`config.mk`:
```
export PLATFORM = sky130hd
export DESIGN_NAME = rd_req_queue
export DESIGN_NICKNAME = d
export VERILOG_FILES = /design/src/rtl/rd_req_pkg.sv /design/src/rtl/rd_req_fifo_ch.sv /design/src/rtl/rd_req_queue.sv
export SDC_FILE = /design/constraint.sdc
export NUM_CORES = 1
export LEC_CHECK = 0
export ABC_AREA = 1
export CORE_MARGIN = 2
export CORE_UTILIZATION = 56
export CTS_CLUSTER_DIAMETER = 40
export DETAILED_ROUTE_END_ITERATION = 10
export GPL_TIMING_DRIVEN = 0
export PLACE_DENSITY = 0.89
export SYNTH_ARGS = -nofsm -noshare
export SYNTH_HDL_FRONTEND = slang
export SYNTH_HIERARCHICAL = 1
export SYNTH_SLANG_ARGS = --single-unit
export TNS_END_PERCENT = 30
```
`constraint.sdc`:
```
create_clock -name aclk -period 2.9 [get_ports aclk]
set_input_delay 0.87 -clock aclk [delete_from_list [all_inputs] [get_ports aclk]]
set_output_delay 0.87 -clock aclk [all_outputs]
set_load 0.01 [all_outputs]
```
`src/rtl/rd_req_pkg.sv`:
```
// Shared width helpers and the queued-entry type for the read-request queue.
package rd_req_pkg;

  function automatic int sel_width(input int master_num);
    int w;
    w = $clog2(master_num);
    return (w < 1) ? 1 : w;
  endfunction

  // Occupancy counter must hold 0..DEPTH inclusive.
  function automatic int cnt_width(input int depth);
    return $clog2(depth) + 1;
  endfunction

  localparam int DEFAULT_DEPTH   = 4;
  localparam int DEFAULT_CNT_W   = $clog2(DEFAULT_DEPTH) + 1;

  virtual class rd_req_types #(parameter int AWIDTH = 32, parameter int MASTER_NUM = 2);
    typedef struct packed {
      logic [AWIDTH-1:0]     addr;
      logic [MASTER_NUM-1:0] wren;
      logic                  dec_err;
    } rd_req_entry_t;
  endclass

endpackage

```
`src/rtl/rd_req_fifo_ch.sv`:
```
// One request channel: show-ahead FIFO with push-time master decode and sticky error flags.
// Optional occupancy port under RD_REQ_LEVEL_EN.
module rd_req_fifo_ch
  import rd_req_pkg::*;
#(
  parameter int AWIDTH     = 32,
  parameter int MASTER_NUM = 2,
  parameter int DEPTH      = 4,
  parameter int AFULL_LVL  = DEPTH - 1,
  localparam int CW        = cnt_width(DEPTH)
) (
  input  logic                  aclk,
  input  logic                  aresetn,
  input  logic                  s_valid,
  input  logic [AWIDTH-1:0]     s_addr,
  output logic                  s_ready,
  output logic                  req,
  output logic [AWIDTH-1:0]     addr,
  output logic [MASTER_NUM-1:0] wren,
  output logic                  dec_err,
  input  logic                  rd_en,
  output logic                  fifo_full,
  output logic                  afull,
  output logic                  ovf_err,
  output logic                  udf_err
`ifdef RD_REQ_LEVEL_EN
  ,output logic [CW-1:0]        level
`endif
);

  localparam int PW   = CW - 1;
  localparam int SELW = sel_width(MASTER_NUM);
  localparam logic [CW-1:0]  DEPTH_C = CW'(DEPTH);
  localparam logic [CW-1:0]  AFULL_C = CW'(AFULL_LVL);
  localparam logic [SELW:0]  MN_C    = (SELW + 1)'(MASTER_NUM);

  typedef rd_req_types #(.AWIDTH(AWIDTH), .MASTER_NUM(MASTER_NUM))::rd_req_entry_t entry_t;

  entry_t          mem_q [DEPTH];
  logic [PW-1:0]   wr_ptr_q, wr_ptr_d, rd_ptr_q, rd_ptr_d;
  logic [CW-1:0]   cnt_q, cnt_d;
  logic            ovf_q, ovf_d, udf_q, udf_d;
  logic            full, empty, push, pop;
  logic [SELW-1:0] sel;
  entry_t          push_entry, head;

  assign full  = (cnt_q == DEPTH_C);
  assign empty = (cnt_q == '0);
  assign push  = s_valid & ~full;
  assign pop   = rd_en & ~empty;

  always_comb begin
    push_entry      = '0;
    push_entry.addr = s_addr;
    sel             = s_addr[AWIDTH-1 -: SELW];
    if ({1'b0, sel} < MN_C) begin
      for (int m = 0; m < MASTER_NUM; m++) push_entry.wren[m] = (sel == SELW'(m));
    end else begin
      push_entry.dec_err = 1'b1;
    end
  end

  always_comb begin
    wr_ptr_d = wr_ptr_q;
    rd_ptr_d = rd_ptr_q;
    cnt_d    = cnt_q;
    ovf_d    = ovf_q | (s_valid & full);
    udf_d    = udf_q | (rd_en & empty);
    if (push) wr_ptr_d = wr_ptr_q + PW'(1);
    if (pop)  rd_ptr_d = rd_ptr_q + PW'(1);
    case ({push, pop})
      2'b10:   cnt_d = cnt_q + CW'(1);
      2'b01:   cnt_d = cnt_q - CW'(1);
      default: cnt_d = cnt_q;
    endcase
  end

  always_ff @(posedge aclk or negedge aresetn) begin
    if (!aresetn) begin
      wr_ptr_q <= '0;
      rd_ptr_q <= '0;
      cnt_q    <= '0;
      ovf_q    <= 1'b0;
      udf_q    <= 1'b0;
    end else begin
      wr_ptr_q <= wr_ptr_d;
      rd_ptr_q <= rd_ptr_d;
      cnt_q    <= cnt_d;
      ovf_q    <= ovf_d;
      udf_q    <= udf_d;
    end
  end

  // Storage needs no reset: nothing is visible until the count says so.
  always_ff @(posedge aclk) begin
    if (push && aresetn) mem_q[wr_ptr_q] <= push_entry;
  end

  assign head      = mem_q[rd_ptr_q];
  assign req       = ~empty;
  assign s_ready   = ~full;
  assign fifo_full = full;
  assign afull     = (cnt_q >= AFULL_C);
  assign ovf_err   = ovf_q;
  assign udf_err   = udf_q;
  assign addr      = req ? head.addr    : '0;
  assign wren      = req ? head.wren    : '0;
  assign dec_err   = req ? head.dec_err : 1'b0;
`ifdef RD_REQ_LEVEL_EN
  assign level     = cnt_q;
`endif

endmodule

```
`src/rtl/rd_req_queue.sv`:
```
// Multi-channel read-request buffer: CH_NUM independent decode FIFOs feeding the arbiter.
// Define RD_REQ_LEVEL_EN to export per-channel occupancy on port level.
module rd_req_queue
  import rd_req_pkg::*;
#(
  parameter int AWIDTH     = 32,
  parameter int MASTER_NUM = 2,
  parameter int CH_NUM     = 2,
  parameter int DEPTH      = 4,
  parameter int AFULL_LVL  = DEPTH - 1,
  localparam int LW        = cnt_width(DEPTH)
) (
  input  logic                         aclk,
  input  logic                         aresetn,
  input  logic [CH_NUM-1:0]            s_valid,
  input  logic [CH_NUM*AWIDTH-1:0]     s_addr,
  output logic [CH_NUM-1:0]            s_ready,
  output logic [CH_NUM-1:0]            req,
  output logic [CH_NUM*AWIDTH-1:0]     addr,
  output logic [CH_NUM*MASTER_NUM-1:0] wren,
  output logic [CH_NUM-1:0]            dec_err,
  input  logic [CH_NUM-1:0]            rd_en,
  output logic [CH_NUM-1:0]            fifo_full,
  output logic [CH_NUM-1:0]            afull,
  output logic [CH_NUM-1:0]            ovf_err,
  output logic [CH_NUM-1:0]            udf_err
`ifdef RD_REQ_LEVEL_EN
  ,output logic [CH_NUM*LW-1:0]        level
`endif
);

  for (genvar c = 0; c < CH_NUM; c++) begin : g_ch
    rd_req_fifo_ch #(
      .AWIDTH    (AWIDTH),
      .MASTER_NUM(MASTER_NUM),
      .DEPTH     (DEPTH),
      .AFULL_LVL (AFULL_LVL)
    ) u_ch (
      .aclk     (aclk),
      .aresetn  (aresetn),
      .s_valid  (s_valid[c]),
      .s_addr   (s_addr[c*AWIDTH +: AWIDTH]),
      .s_ready  (s_ready[c]),
      .req      (req[c]),
      .addr     (addr[c*AWIDTH +: AWIDTH]),
      .wren     (wren[c*MASTER_NUM +: MASTER_NUM]),
      .dec_err  (dec_err[c]),
      .rd_en    (rd_en[c]),
      .fifo_full(fifo_full[c]),
      .afull    (afull[c]),
      .ovf_err  (ovf_err[c]),
      .udf_err  (udf_err[c])
`ifdef RD_REQ_LEVEL_EN
      ,.level   (level[c*LW +: LW])
`endif
    );
  end

endmodule

```
# --- Word-level counts from Yosys, hierarchy flattened ---
# Memory sizes are Yosys's and may differ from the RTL's.
# Index checks and enable logic that the tools add are counted.
totals:
  ff_bits: 18
  inputBits: 70
  output_inout_bits: 82
  ram_bits: 272
  memories: 2
memory_table:
  columns: ["name", "depth", "word_bits", "read_ports", "rd_clocked_by_memory_dff", "wr", "line_no", "text"]
  rows:
  - ["g_ch[0].u_ch.mem_q", 4, 34, 1, 0, 1, "rd_req_fifo_ch.sv:39", "entry_t mem_q [DEPTH];"]
  - ["g_ch[1].u_ch.mem_q", 4, 34, 1, 0, 1, "rd_req_fifo_ch.sv:39", null]
op_classes:
  n_reduce_logical: 6
  bitwise_logic: 18
  n_lt_le_gt_ge: 2
  add_sub_neg: 8
  n_eq_ne: 6
  mux: 12
ops:
  columns: ["op", "count"]
  rows:
  - ["$mux 32", 2]
  - ["$pmux 3 s2", 2]
  - ["$add 2x1->2 const B", 4]
  - ["$and 1x1->1", 8]
  - ["$add 3x1->3 const B", 2]
  - ["$eq 3x3->1 const B", 2]
  - ["$ge 3x2->1 const B", 2]
  - ["$logic_not 3->1", 2]
  - ["$mux 1", 6]
  - ["$not 1->1", 6]
  - ["$sub 3x1->3 const B", 2]
  - ["$eq 2x1->1 const B", 2]
  - ["$eq 2x2->1 const B", 2]
  - ["$mux 2", 2]
  - ["$or 1x1->1", 4]
  - ["$reduce_bool 2->1", 2]
  - ["$logic_and 1x1->1", 2]

# --- Depth between registers and ports, before layout ---
# Gate-level depths: netlist (run 1).
logic_depth:
  word_depth: 6
  depth_mapped: 12
  mapped_depth_nobuf: 12

# --- By module ---
# Netlist (run 1), hierarchy kept.
by_module_without_submodules:
  columns: ["mod", "area_each_um2", "n_inst", "cells_each"]
  rows:
  - ["rd_req_fifo_ch", 6153.4, 2, 589]

# --- Worst setup path after synthesis (run 1) ---
# OpenSTA, ideal clock, no wires.
synth_path:
  path_kind: "input to register"
  from: "in aresetn"
  to: "mem g_ch[0].u_ch/mem_q[0][0] in the netlist's numbering (enable)"
  arrival_ps: 2416
  slack_ps: 60
  setup_time_ps: 423
  path_buffers: 0
  cell_stages: 2
  cell_sequence: "nand3_1 nor2_1"
synth_between:
  elab_chain_len: 3
synth_rtl:
  columns: ["element", "line_no", "text"]
  rows:
  - ["start: declaration", "rd_req_queue.sv:14", "input logic aresetn,"]
  - ["$logic_and 1x1->1", "rd_req_fifo_ch.sv:96", "if (push && aresetn) mem_q[wr_ptr_q] <= push_entry;"]
  - ["$mux 1", "rd_req_fifo_ch.sv:96", null]
  - ["$mux 1 (implied by the code)", "rd_req_fifo_ch.sv:96", null]
  - ["end: declaration", "rd_req_fifo_ch.sv:39", null]
# Every way passes these cells.

# --- Worst setup path in the final report (run 1) ---
layout_path:
  from: "reg g_ch[1].u_ch.rd_ptr_q[0]"
  to: "out addr[40]"
layout_between:
  elab_chain_len: 2
layout_rtl:
  columns: ["element", "line_no", "text"]
  rows:
  - ["start: declaration", "rd_req_fifo_ch.sv:40", "logic [PW-1:0] wr_ptr_q, wr_ptr_d, rd_ptr_q, rd_ptr_d;"]
  - ["start signal: assignment", "rd_req_fifo_ch.sv:87", "rd_ptr_q <= rd_ptr_d;"]
  - ["$mem_v2 4x34", null, null]
  - ["$mux 32", "rd_req_fifo_ch.sv:106", "assign addr = req ? head.addr : '0;"]
  - ["end: declaration", "rd_req_queue.sv:19", "output logic [CH_NUM*AWIDTH-1:0] addr,"]
# Every way passes these cells.

==> results.txt, run 1 <==
The die is 152 um wide. The height of the die is 152 um, and the leakage component of the power is 6.99 nW. The area growth from synthesis to layout is 27.1%. The endpoint class of the critical path was an output pin. The starting utilization of the core area is 0.567, and the TritonCTS sink count is 282.

Across the routed clock network, the largest skew measured is 21.8 ps. Ranked by total cell area, the synthesized netlist is headed by sky130_fd_sc_hd__edfxtp_1 64%, sky130_fd_sc_hd__inv_1 8.9%, sky130_fd_sc_hd__nand2_1 8.9%. The number of buffers added on ports was 149; the clock insertion delay at the later pin of the skew report was 510 ps. The number of antenna violations at the first check in global routing is 0. The class of the most critical setup path is flop to output pin. Adder-cell share of the synthesized area: 0.0134. Total via count after detailed routing: 8910. Data on the critical path is required at its endpoint by 2030 ps.

The post-route fraction of the period consumed by the critical path was 0.991; the post-route minimum period was 2870 ps. The logs give 0.605 for the relative slew slack and 16.0 mW for the post-route total power. Wires add up to 29.4 mm. At the pin with the least slew margin, the transition time is 591 ps. Share of the synthesized area in the top cell type: 0.644. The tree is rooted in a sky130_fd_sc_hd__clkbuf_16. Pin placement for this block handled 152 I/O pins. The slack of the worst reg-to-reg path is 790 ps. Yosys printed 6 warnings. The most common library cell in the layout ignoring fill and taps was sky130_fd_sc_hd__nand2_1. Hold is met by 441 ps. The final design utilization was 0.721; the maximum number of pins on one net before global-route repair was 29. The critical path contains buffers and inverters numbering 3 combined. The net count of the mapped netlist was 1260; the global-route wire length before repair was 46.5 mm. In the layout the commonest cells are 292 x sky130_fd_sc_hd__nand2_1, 291 x sky130_fd_sc_hd__inv_1, 264 x sky130_fd_sc_hd__edfxtp_1.

The H-tree was split into 2 levels. The total of hold buffers inserted after clock tree synthesis was 0; the post-synthesis cell type count was 20. Among cell families on the critical path, the largest total delay comes from buffers and inverters. The run gives 1455 as the final-stage net count. After detailed routing, the number of remaining DRC violations is 0. Summing all multi-input logic gate instances after layout gives 0.00262 mm2. The post-synthesis share of cell area spent on and, or, nand and nor gates works out to 0.153. The first detailed-routing pass took 5 iterations. The post-synthesis compound-gate area fraction works out to 0.0317.

For the layout filler cell count, the log shows 1346. The average wire length per cell after detail routing was 17.5 um. The via count normalized by instance count is 5.31, and the die footprint is 0.0232 mm2. The sequential fraction of the synthesis area is 0.681, and the total half-perimeter wirelength after legalization and detailed placement is 18.4 mm. The core area is 0.0217 mm2, and the post-synthesis instance area is 0.0123 mm2.

Synthesis handed over a netlist of 1178 instances. Setup repair after global routing could not meet its margin everywhere. Once detail routing completed, the nets flagged for antenna violations numbered 0. Data on the critical path arrives at its endpoint at 2000 ps.

The run gives 0 as the setup-violating endpoint count in the final report. The largest single stage delay on the critical path is 360 ps. The run finished with clean final reports. After floorplanning, the core was divided into 54 placement rows. The xor/xnor share of the synthesized area works out to 0.00285. After clock tree synthesis, the clock-pin slew on the worst setup and hold paths is 60 ps. The post-synthesis mux area share was 0. The leading area contributor after synthesis is sky130_fd_sc_hd__edfxtp_1. Dividing the synthesized area by the synthesized cell count gives 10.4 um2. For the number of inserted diodes, the log shows 0. The tools report the number of global-route vias before repair as 9179. STA classifies the critical path startpoint as a flop. For the total global routing track utilization, the log shows 0.253. Number of buffers created by CTS: 36.

The sequential cell area is 0.00838 mm2, and the final-report max-slew violation count is 0. The tightest min-delay check is of the primary input to async pin type. The worst-case IR drop observed on VDD is 658 uV. Largest family of logic cells by synthesized area: simple AND/OR/NAND/NOR gates. The clock passes through at most 3 buffers. The largest fanout of any net on the critical path works out to 10. Based on the critical path, the design can be clocked at up to 0.348 GHz.

The tools report the overflow left after global routing as 0. The logs give 819 for the violation count after the first detailed-routing iteration and 0 for the number of violations of the max-capacitance limit. The tools report the setup fix buffers added after clock tree synthesis as 0.

Fraction of layout cells with a size suffix above 1: 0.132. The congestion estimate from routability-driven global placement came to 0.775. The number of hold violations in the final report is 0. The critical path goes through buf_4 > clkbuf_2 > nand2_1 > nand3_1 > a21oi_1 > dlygate4sd2_1.

Power spread over the standard cell area amounts to 1020 mW/mm2. TritonCTS built the clock tree. Slowest cell on the critical path: sky130_fd_sc_hd__dfrtp_1.

Synthesis inferred 282 register bits.
cell families after synthesis:
family,count (synthesis)
and+or+nand+nor,448
buffers and inverters,354
DFF,282
AOI/OAI and AO/OA,76
adders and majority gates,12
xor gates and xnor gates,4
other,2
cells in the mapped netlist (all sizes together):
library cell and instances:
nor2 8, nand4 2, inv 300, o21ai 6, xnor2 4, a21o 4
buf 48, ha 10, conb 2, clkbuf 6, edfxtp 264, nand2 292
dfrtp 18, a21oi 66, fa 2, nand3 146
worst register-to-register path, stage by stage (launching register included):
cell	delay, ps
sky130_fd_sc_hd__dfrtp_1	390
sky130_fd_sc_hd__inv_2	90
sky130_fd_sc_hd__nand3_2	140
sky130_fd_sc_hd__nand3_1	320
sky130_fd_sc_hd__nor2_4	590
sky130_fd_sc_hd__buf_16	250
sequential cells by signal, indices dropped and copies added (netlist names):
register,cells
g_ch.u_ch/mem_q,264
g_ch.u_ch/udf_err,2
g_ch.u_ch/rd_ptr_q,4
g_ch.u_ch/cnt_q,6
g_ch.u_ch/wr_ptr_q,4
g_ch.u_ch/ovf_err,2
worst paths after layout:
check,start,endpoint,cells past startpoint
max,g_ch[1].u_ch/rd_ptr_q[0],addr[40],6
min,aresetn,g_ch[1].u_ch/wr_ptr_q[0],1
max reg2reg,g_ch[1].u_ch/cnt_q[0],g_ch[1].u_ch/mem_q[3][19],5
min reg2reg,g_ch[0].u_ch/ovf_err,g_ch[0].u_ch/ovf_err,1
max in group asynchronous,aresetn,g_ch[0].u_ch/rd_ptr_q[0],1
min in group aclk,g_ch[0].u_ch/ovf_err,g_ch[0].u_ch/ovf_err,1
repair_timing:
item | CTS | global route
endpoints found under the setup margin | 292 | 56
resized for setup | 121 | 69
pin swaps | 2 | 1
per-layer routing:
| metal | vias up | wire length (um) | global-route usage |
|---|---|---|---|
| met5 | - | 0 | 0 |
| met4 | 0 | 1040 | 0.109 |
| met3 | 78 | 2280 | 0.0481 |
| met2 | 456 | 14900 | 0.434 |
| met1 | 4253 | 11200 | 0.317 |
| li1 | 4123 | - | - |
where the power goes:
group	leakage (nW)	switching, mW	internal (mW)
logic	3.79	3.91	2.42
clock network	0.600	1.66	2.88
registers	2.60	0.170	4.98
total	6.99	5.74	10.3
layout make-up:
class                      instances  area share
clock buffer                      39      0.0597
buffer                            54      0.0262
clock inverter                    25      0.0197
multi-input combinational        542       0.167
tap                              280      0.0224
sequential                       282       0.536
timing repair buffer             157      0.0967
inverter                         300      0.0725
stage by stage:
step	std cells	setup WS [ps]	instance area (um2)	setup TNS [ps]
after floorplan	1178	60.4	12300	0
after global placement	1607	-2310	14100	-595610
after detailed placement	1615	-844	14400	-172010
after CTS	1679	4.50	15700	0
after global routing	1679	-40.5	15600	-135
final	1679	26.4	15600	0
Note: power is estimated with default switching activity, not from simulation.
==> run 2: changes to the inputs <==
- CORE_MARGIN: 2 -> default
==> run 2 against run 1 <==
Hold slack got worse by 2.5 ps. Setup slack improved by 5.8 ps. Register-to-register slack worse by 150 ps. Sequential power barely moved. Cell area grew 0.14%. Power decreased by 0.62%. Largest cell class unchanged. Sequential share of layout area down 0.077 points. Combinational power grew 0.9%.
==> results.txt, run 2 (same netlist as run 1, synthesis figures left out) <==
The run finished with clean final reports. By startpoint and endpoint, the worst setup path is classified as flop to output pin. After filler insertion, the fill cell instance count of the layout stands at 1327. The detail route stage leaves a number of antenna-violating nets equal to 0.

The tools report the core area as 0.0213 mm2. The min-delay analysis places its worst path in the category primary input to async pin. The tools report the startpoint class of the critical path as a flop. The proportion of power drawn by flip-flops and latches was 0.324; the final non-filler cell area was 0.0157 mm2. The number of antenna violations at the first check in global routing was 1. The clock skew came out at 13.1 ps.

The tools report the sum of negative setup slack as 0 ps. The die covers 0.0226 mm2. The logs give 0.0144 mm2 for the cell area after placement and 9040 for the total via count after detailed routing. The slack of the worst reg-to-reg path was 640 ps; the clock transition at the registers of the reported paths was 60 ps. Counting every sink on the clock net gives 282. The logs give 6 for the detailed-router iteration count before antenna repair and 2 for the level count of the clock H-tree. The proportion of power drawn by the clock network came out at 0.275.

Post-route fraction of the period consumed by the critical path: 0.989. Input and output buffers added on the ports amount to 149. The maximum buffer depth of the clock tree is 3, and the net switching component of the power is 5.72 mW. The worst slack at placement was -991 ps. For this design the ratio of total power to cell area is 1020 mW/mm2.

Global-route wire length before repair: 46.3 mm. Data on the critical path is required at its endpoint by 2030 ps. The final design utilization is 0.736. Global routing finished with a remaining overflow of 0. Setup violations remaining at the end of the flow were counted as 0. The root buffer cell chosen for the clock tree is sky130_fd_sc_hd__clkbuf_16. The design internal power came out at 10.2 mW. The fraction of layout cells with a size suffix above 1 was 0.125; the worst vdd rail ir drop was 705 uV. Most common library cell in the layout ignoring fill and taps: sky130_fd_sc_hd__inv_1. The fraction of power spent switching nets works out to 0.359.

TritonCTS built the clock tree. Measured along the x axis, the die boundary spans 150 um. The number of hold violations in the final report was 0; the maximum number of pins on one net before global-route repair was 30.

Once detailed placement completed, the half-perimeter wirelength came to 18.5 mm. The logs give 152 for the number of primary I/O pins and 0.531 for the relative slew slack. Using the TritonRoute via totals, the vias-per-cell ratio works out to 5.38. In the layout the commonest cells are 292 x sky130_fd_sc_hd__inv_1, 291 x sky130_fd_sc_hd__nand2_1, 264 x sky130_fd_sc_hd__edfxtp_1.

The largest registers in the layout are g_ch.u_ch/mem_q x264, g_ch.u_ch/cnt_q x6. The tools report the peak clock frequency supported by timing as 0.349 GHz. The run gives 0.755 as the final weighted congestion of routability-driven global placement. For the number of global-route vias before repair, the log shows 9127.

In the final design database the tool counted 1462 nets. Setup repair after global routing could not meet its margin everywhere. Across all setup checks in the final design, the least slack found is 32.1 ps. The area growth from synthesis to layout is 27.3%. Total global routing track utilization: 0.273. At the pin with the least slew margin, the transition time is 703 ps.

The worst setup path is captured at an output pin. In this run the core area contains 53 standard-cell rows. For this design the static power due to leakage is 7.08 nW. The height of the die is 150 um, and the clock insertion delay at the later pin of the skew report is 500 ps. Ranked by flip-flop count, first place goes to g_ch.u_ch/mem_q. The worst path in the final design needs a cycle of 2870 ps, including I/O delays and setup. The final-report max-slew violation count is 0, and the number of remaining DRC errors is 0. For this block, the initial DRC count from the detailed router was 810. The part of the power in combinational logic is 0.401, and the average wire length per cell after detail routing is 18.1 um. Across the run, the number of max-cap violations was 0. In the final layout, the multi-input gates occupy 0.00259 mm2. Final wirelength: 30.4 mm. The largest fanout of any net on the critical path was 10. Clock tree synthesis inserted a total of 37 buffers. In the final layout, flip-flops and latches occupy 0.00838 mm2. The starting utilization of the core area was 0.578; the arrival time reported for the critical path endpoint was 2000 ps. The register with the most flip-flops in the layout has 264 of them.
==> run 2: cell types whose count changed in the layout (fill, tap and decap cells not counted), sizes merged <==
| cell | previous run | this run |
|---|---|---|
| buf | 55 | 63 |
| dlymetal6s2s | 0 | 8 |
| clkdlybuf4s15 | 11 | 7 |
| dlygate4sd2 | 34 | 30 |
| clkinv | 13 | 10 |
| inv | 303 | 300 |
| bufinv | 6 | 4 |
| clkbuf | 70 | 72 |
| clkinvlp | 3 | 5 |
| diode | 0 | 1 |
==> run 2: stage by stage <==
step           power [mW]  std cells  hold WS (ps)
3_3_place_gp         11.4       1602           440
5_1_grt              16.7       1678           469
2_1_floorplan        8.61       1178           450
6_report             15.9       1679           439
4_1_cts              15.9       1678           444
3_5_place_dp         11.7       1610           444
==> run 2: routing by layer <==
metal	vias to the layer above	routed length, um	global-route usage
met5	-	0	0
met4	0	1210	0.140
met3	93	2750	0.0606
met2	506	15200	0.456
met1	4309	11300	0.334
li1	4132	-	-
==> run 2: power by group through the flow <==
stage               clock network, mW  registers, mW  logic, mW
floorplan                           0           5.20       3.41
global placement                    0           5.23       6.14
detailed placement                  0           5.22       6.46
CTS                              4.42           5.14       6.29
global route                     4.59           5.19       6.93
finish                           4.38           5.15       6.39
==> run 2: path summary, 6_finish.rpt <==
path,start,to,cells after the start
setup / recovery,g_ch[0].u_ch/rd_ptr_q[0],addr[10],7
hold / removal,aresetn,g_ch[0].u_ch/cnt_q[0],1
setup reg to reg,g_ch[1].u_ch/cnt_q[0],g_ch[1].u_ch/mem_q[2][14],5
hold reg to reg,g_ch[0].u_ch/ovf_err,g_ch[0].u_ch/ovf_err,1
max in group asynchronous,aresetn,g_ch[1].u_ch/rd_ptr_q[1],1
min in group aclk,g_ch[0].u_ch/ovf_err,g_ch[0].u_ch/ovf_err,1
==> run 2: layout make-up <==
cell class / instances / share of cell area
Sequential cell: 282 / 0.535
Multi-Input combinational cell: 542 / 0.165
Timing Repair Buffer: 163 / 0.103
Inverter: 300 / 0.0727
Clock buffer: 43 / 0.0612
Buffer: 54 / 0.0265
Tap cell: 275 / 0.0220
Clock inverter: 19 / 0.0142
Antenna cell: 1 / 0.000160
==> run 2: repair_timing <==
| action | CTS | global route |
|---|---|---|
| setup endpoints to repair | 305 | 54 |
| pin swaps | 2 | 3 |
| cloned | 0 | 0 |
| resized for setup | 104 | 79 |
| hold buffers | 0 | 0 |
| setup buffers | 6 | 0 |
==> run 2: worst max-delay path: stages (launching register included) <==
cell and delay (ps):
sky130_fd_sc_hd__dfrtp_1 390, sky130_fd_sc_hd__buf_6 150, sky130_fd_sc_hd__buf_6 150, sky130_fd_sc_hd__buf_4 190, sky130_fd_sc_hd__nand2_1 80, sky130_fd_sc_hd__nand3_1 70, sky130_fd_sc_hd__a21oi_1 190, sky130_fd_sc_hd__clkdlybuf4s15_1 270
==> run 3: changes to the inputs <==
- CORE_UTILIZATION: 56 -> 58
- CTS_BUF_LIST: default -> sky130_fd_sc_hd__clkbuf_4
- PLACE_DENSITY: 0.89 -> 0.92
==> run 3 against run 2 <==
Sequential share of layout area up 0.29 points. Global-route usage up 1.4 points. Combinational power rose by 9.4%. Clock-buffer cell count up 59. Power down 3.9%. Setup slack lost 26 ps. Critical path depth is 1 higher. Die area down 3.4%. Clock power down 28%. Core utilization rose by 2.4 points. Sequential cell count stayed put. Register-to-register slack improved by 170 ps.
==> results.txt, run 3 (same netlist as run 1, synthesis figures left out) <==
The run finished with clean final reports. The logs give 9576 for the number of global-route vias before repair and 0.760 for the final design utilization. Before CTS, the worst setup slack after placement is -888 ps. At the end of the flow, the number of nets in the layout was 1499. The final setup slack of the worst path was 5.84 ps; the clock transition at the registers of the reported paths was 70 ps. Cell at the root of the clock tree: sky130_fd_sc_hd__clkbuf_4.

The logs give 0.600 for the starting utilization of the core area and 152 for the number of primary I/O pins. TritonCTS built the clock tree. The area growth from synthesis to layout is 26.6%. The total of hold buffers inserted after clock tree synthesis was 0.

The detailed-router iteration count before antenna repair came out at 5. The die footprint is 0.0218 mm2. The relative slew slack came out at 0.570. The final-report max-slew violation count is 0, and the proportion of power drawn by the clock network is 0.205. For the proportion of power drawn by flip-flops and latches, the log shows 0.337. The number of remaining DRC errors was 0; the net switching component of the power was 5.92 mW. For this run the aggregate overflow at the end of global routing stands at 0. The tools report the level count of the clock H-tree as 3. The class of the most critical setup path is flop to output pin. The sum of negative setup slack was 0 ps. Derived from the worst setup path, the maximum achievable clock frequency is 0.346 GHz. Startpoint class of the critical path: a flop. The tools report the design internal power as 9.38 mW. After detailed routing, the average wire length per cell comes to 18.3 um. The run gives 7.04 nW as the leakage component of the power. The total via count after detailed routing is 9332, and the maximum number of pins on one net before global-route repair is 29.

The clock reaches the later pin of the worst-skew pair after 640 ps. The number of buffers added on ports is 149, and the delay of the slowest critical-path stage is 340 ps. The final wirelength was 31.7 mm.

The post-route fraction of the period consumed by the critical path works out to 0.998. The largest registers in the layout are g_ch.u_ch/mem_q x264, g_ch.u_ch/cnt_q x6. The slack of the worst reg-to-reg path was 810 ps. The tools report the setup-violating endpoint count in the final report as 0.

STA classifies the critical path endpoint as an output pin. The largest fanout of any net on the critical path works out to 6. Routability-driven placement finished with a final weighted congestion of 0.762. In this run, the number of DRC markers left after iteration 0 of detailed routing was 793. Between clock sinks in the finished design, the worst skew comes to 43.3 ps.

Data on the critical path is required at its endpoint by 2030 ps. Leaving out fill and tap cells, the most frequent cell in the layout is sky130_fd_sc_hd__inv_1. For the total half-perimeter wirelength after legalization and detailed placement, the log shows 18.7 mm.

Counting flops per register, the top entry is g_ch.u_ch/mem_q. Once detail routing completed, the nets flagged for antenna violations numbered 0. The fraction of layout cells with a size suffix above 1 is 0.223. For the worst setup path, the data arrival time is 2020 ps. Setup repair after global routing could not meet its margin everywhere. The flip-flop count of the largest register, all copies and words added was 264. In this run the critical register-to-register path is launched from g_ch[1].u_ch/cnt_q[0]. For this design, the sink count on the clock tree is 282. The signal on the critical path passes through buf_6 > inv_4 > bufbuf_16 > buf_4 > nand2_1 > nand3_2 > a21oi_2 > buf_2. Total global routing track utilization: 0.287.

Global-route wire length before repair: 47.4 mm. Total power for the finished layout comes to 15.3 mW. On the critical path, the stage with the largest delay is an instance of sky130_fd_sc_hd__dfrtp_1.

The part of the power in combinational logic is 0.457, and the measured slew at the worst slew-check pin is 644 ps. The post-route minimum period is 2890 ps, and the number of buffers created by CTS is 70. In this run the standard cell core region covers 0.0205 mm2.

The fraction of power spent switching nets works out to 0.387. In the routed layout, each cell is associated on average with a via count of 5.37. Number of violations of the max-capacitance limit: 0. The tightest min-delay check is of the primary input to async pin type.

Row generation in the floorplan step produced 52 rows. For the number of antenna violations at the first check in global routing, the log shows 4. In this run the worst setup path begins at g_ch[1].u_ch/rd_ptr_q[0]. The longest clock path from root to sink contains 3 buffers.

In the layout the commonest cells are 289 x sky130_fd_sc_hd__inv_1, 282 x sky130_fd_sc_hd__nand2_1, 264 x sky130_fd_sc_hd__edfxtp_1. In this run the horizontal extent of the chip is 148 um. The height of the die is 148 um, and the worst vdd rail ir drop is 610 uV.

The number of hold violations in the final report was 0. Power spread over the standard cell area amounts to 982 mW/mm2.
## run 3: timing repair
item                       4_1_cts  5_1_grt
buffers inserted                 6        1
pin swaps                       11       12
gates resized for setup        292      104
gates cloned                     2        1
hold endpoints to repair         0        0
setup endpoints to repair      198      100
## run 3: metal layers
layer,GRT usage,share of wire
met1,0.333,0.36
met4,0.165,0.041
met3,0.0627,0.080
met5,0,0
met2,0.493,0.52
## run 3: worst paths after layout
path                                             end  cells past startpoint
min                            g_ch[0].u_ch/cnt_q[2]                      1
max                                         addr[34]                      8
min reg2reg                     g_ch[1].u_ch/ovf_err                      1
max in group asynchronous   g_ch[1].u_ch/rd_ptr_q[1]                      1
max reg2reg                g_ch[1].u_ch/mem_q[3][20]                      5
min in group aclk               g_ch[1].u_ch/ovf_err                      1
## run 3: area by class of cell
type	count	area, um2
sequential	282	8380
fill	1278	4920
multi-input combinational	542	2820
timing repair buffer	167	1520
inverter	300	1150
clock buffer	102	766
buffer	54	532
tap	270	338
clock inverter	17	63.8
antenna	4	10.0
## run 3: power groups by stage
stage	registers, mW	logic (mW)	clock network, mW
floorplan	5.20	3.41	0
global placement	5.23	6.15	0
detailed placement	5.22	6.48	0
CTS	5.15	6.68	3.18
global route	5.19	7.48	3.40
finish	5.16	6.99	3.14
## run 3: worst max-delay path: cells and delay by family, from the launching register on
family / cells / cell delay, ps
DFF: 1 / 340
AOI/OAI and AO/OA: 1 / 140
buffers and inverters: 5 / 750
and+or+nand+nor: 2 / 190
## run 3: through the flow
stage | instance area (um2) | std cells | hold slack (ps)
finish | 15600 | 1738 | 228
global route | 15600 | 1738 | 192
CTS | 15500 | 1732 | 479
detailed placement | 14400 | 1605 | 460
global placement | 14100 | 1597 | 437
floorplan | 12300 | 1178 | 450
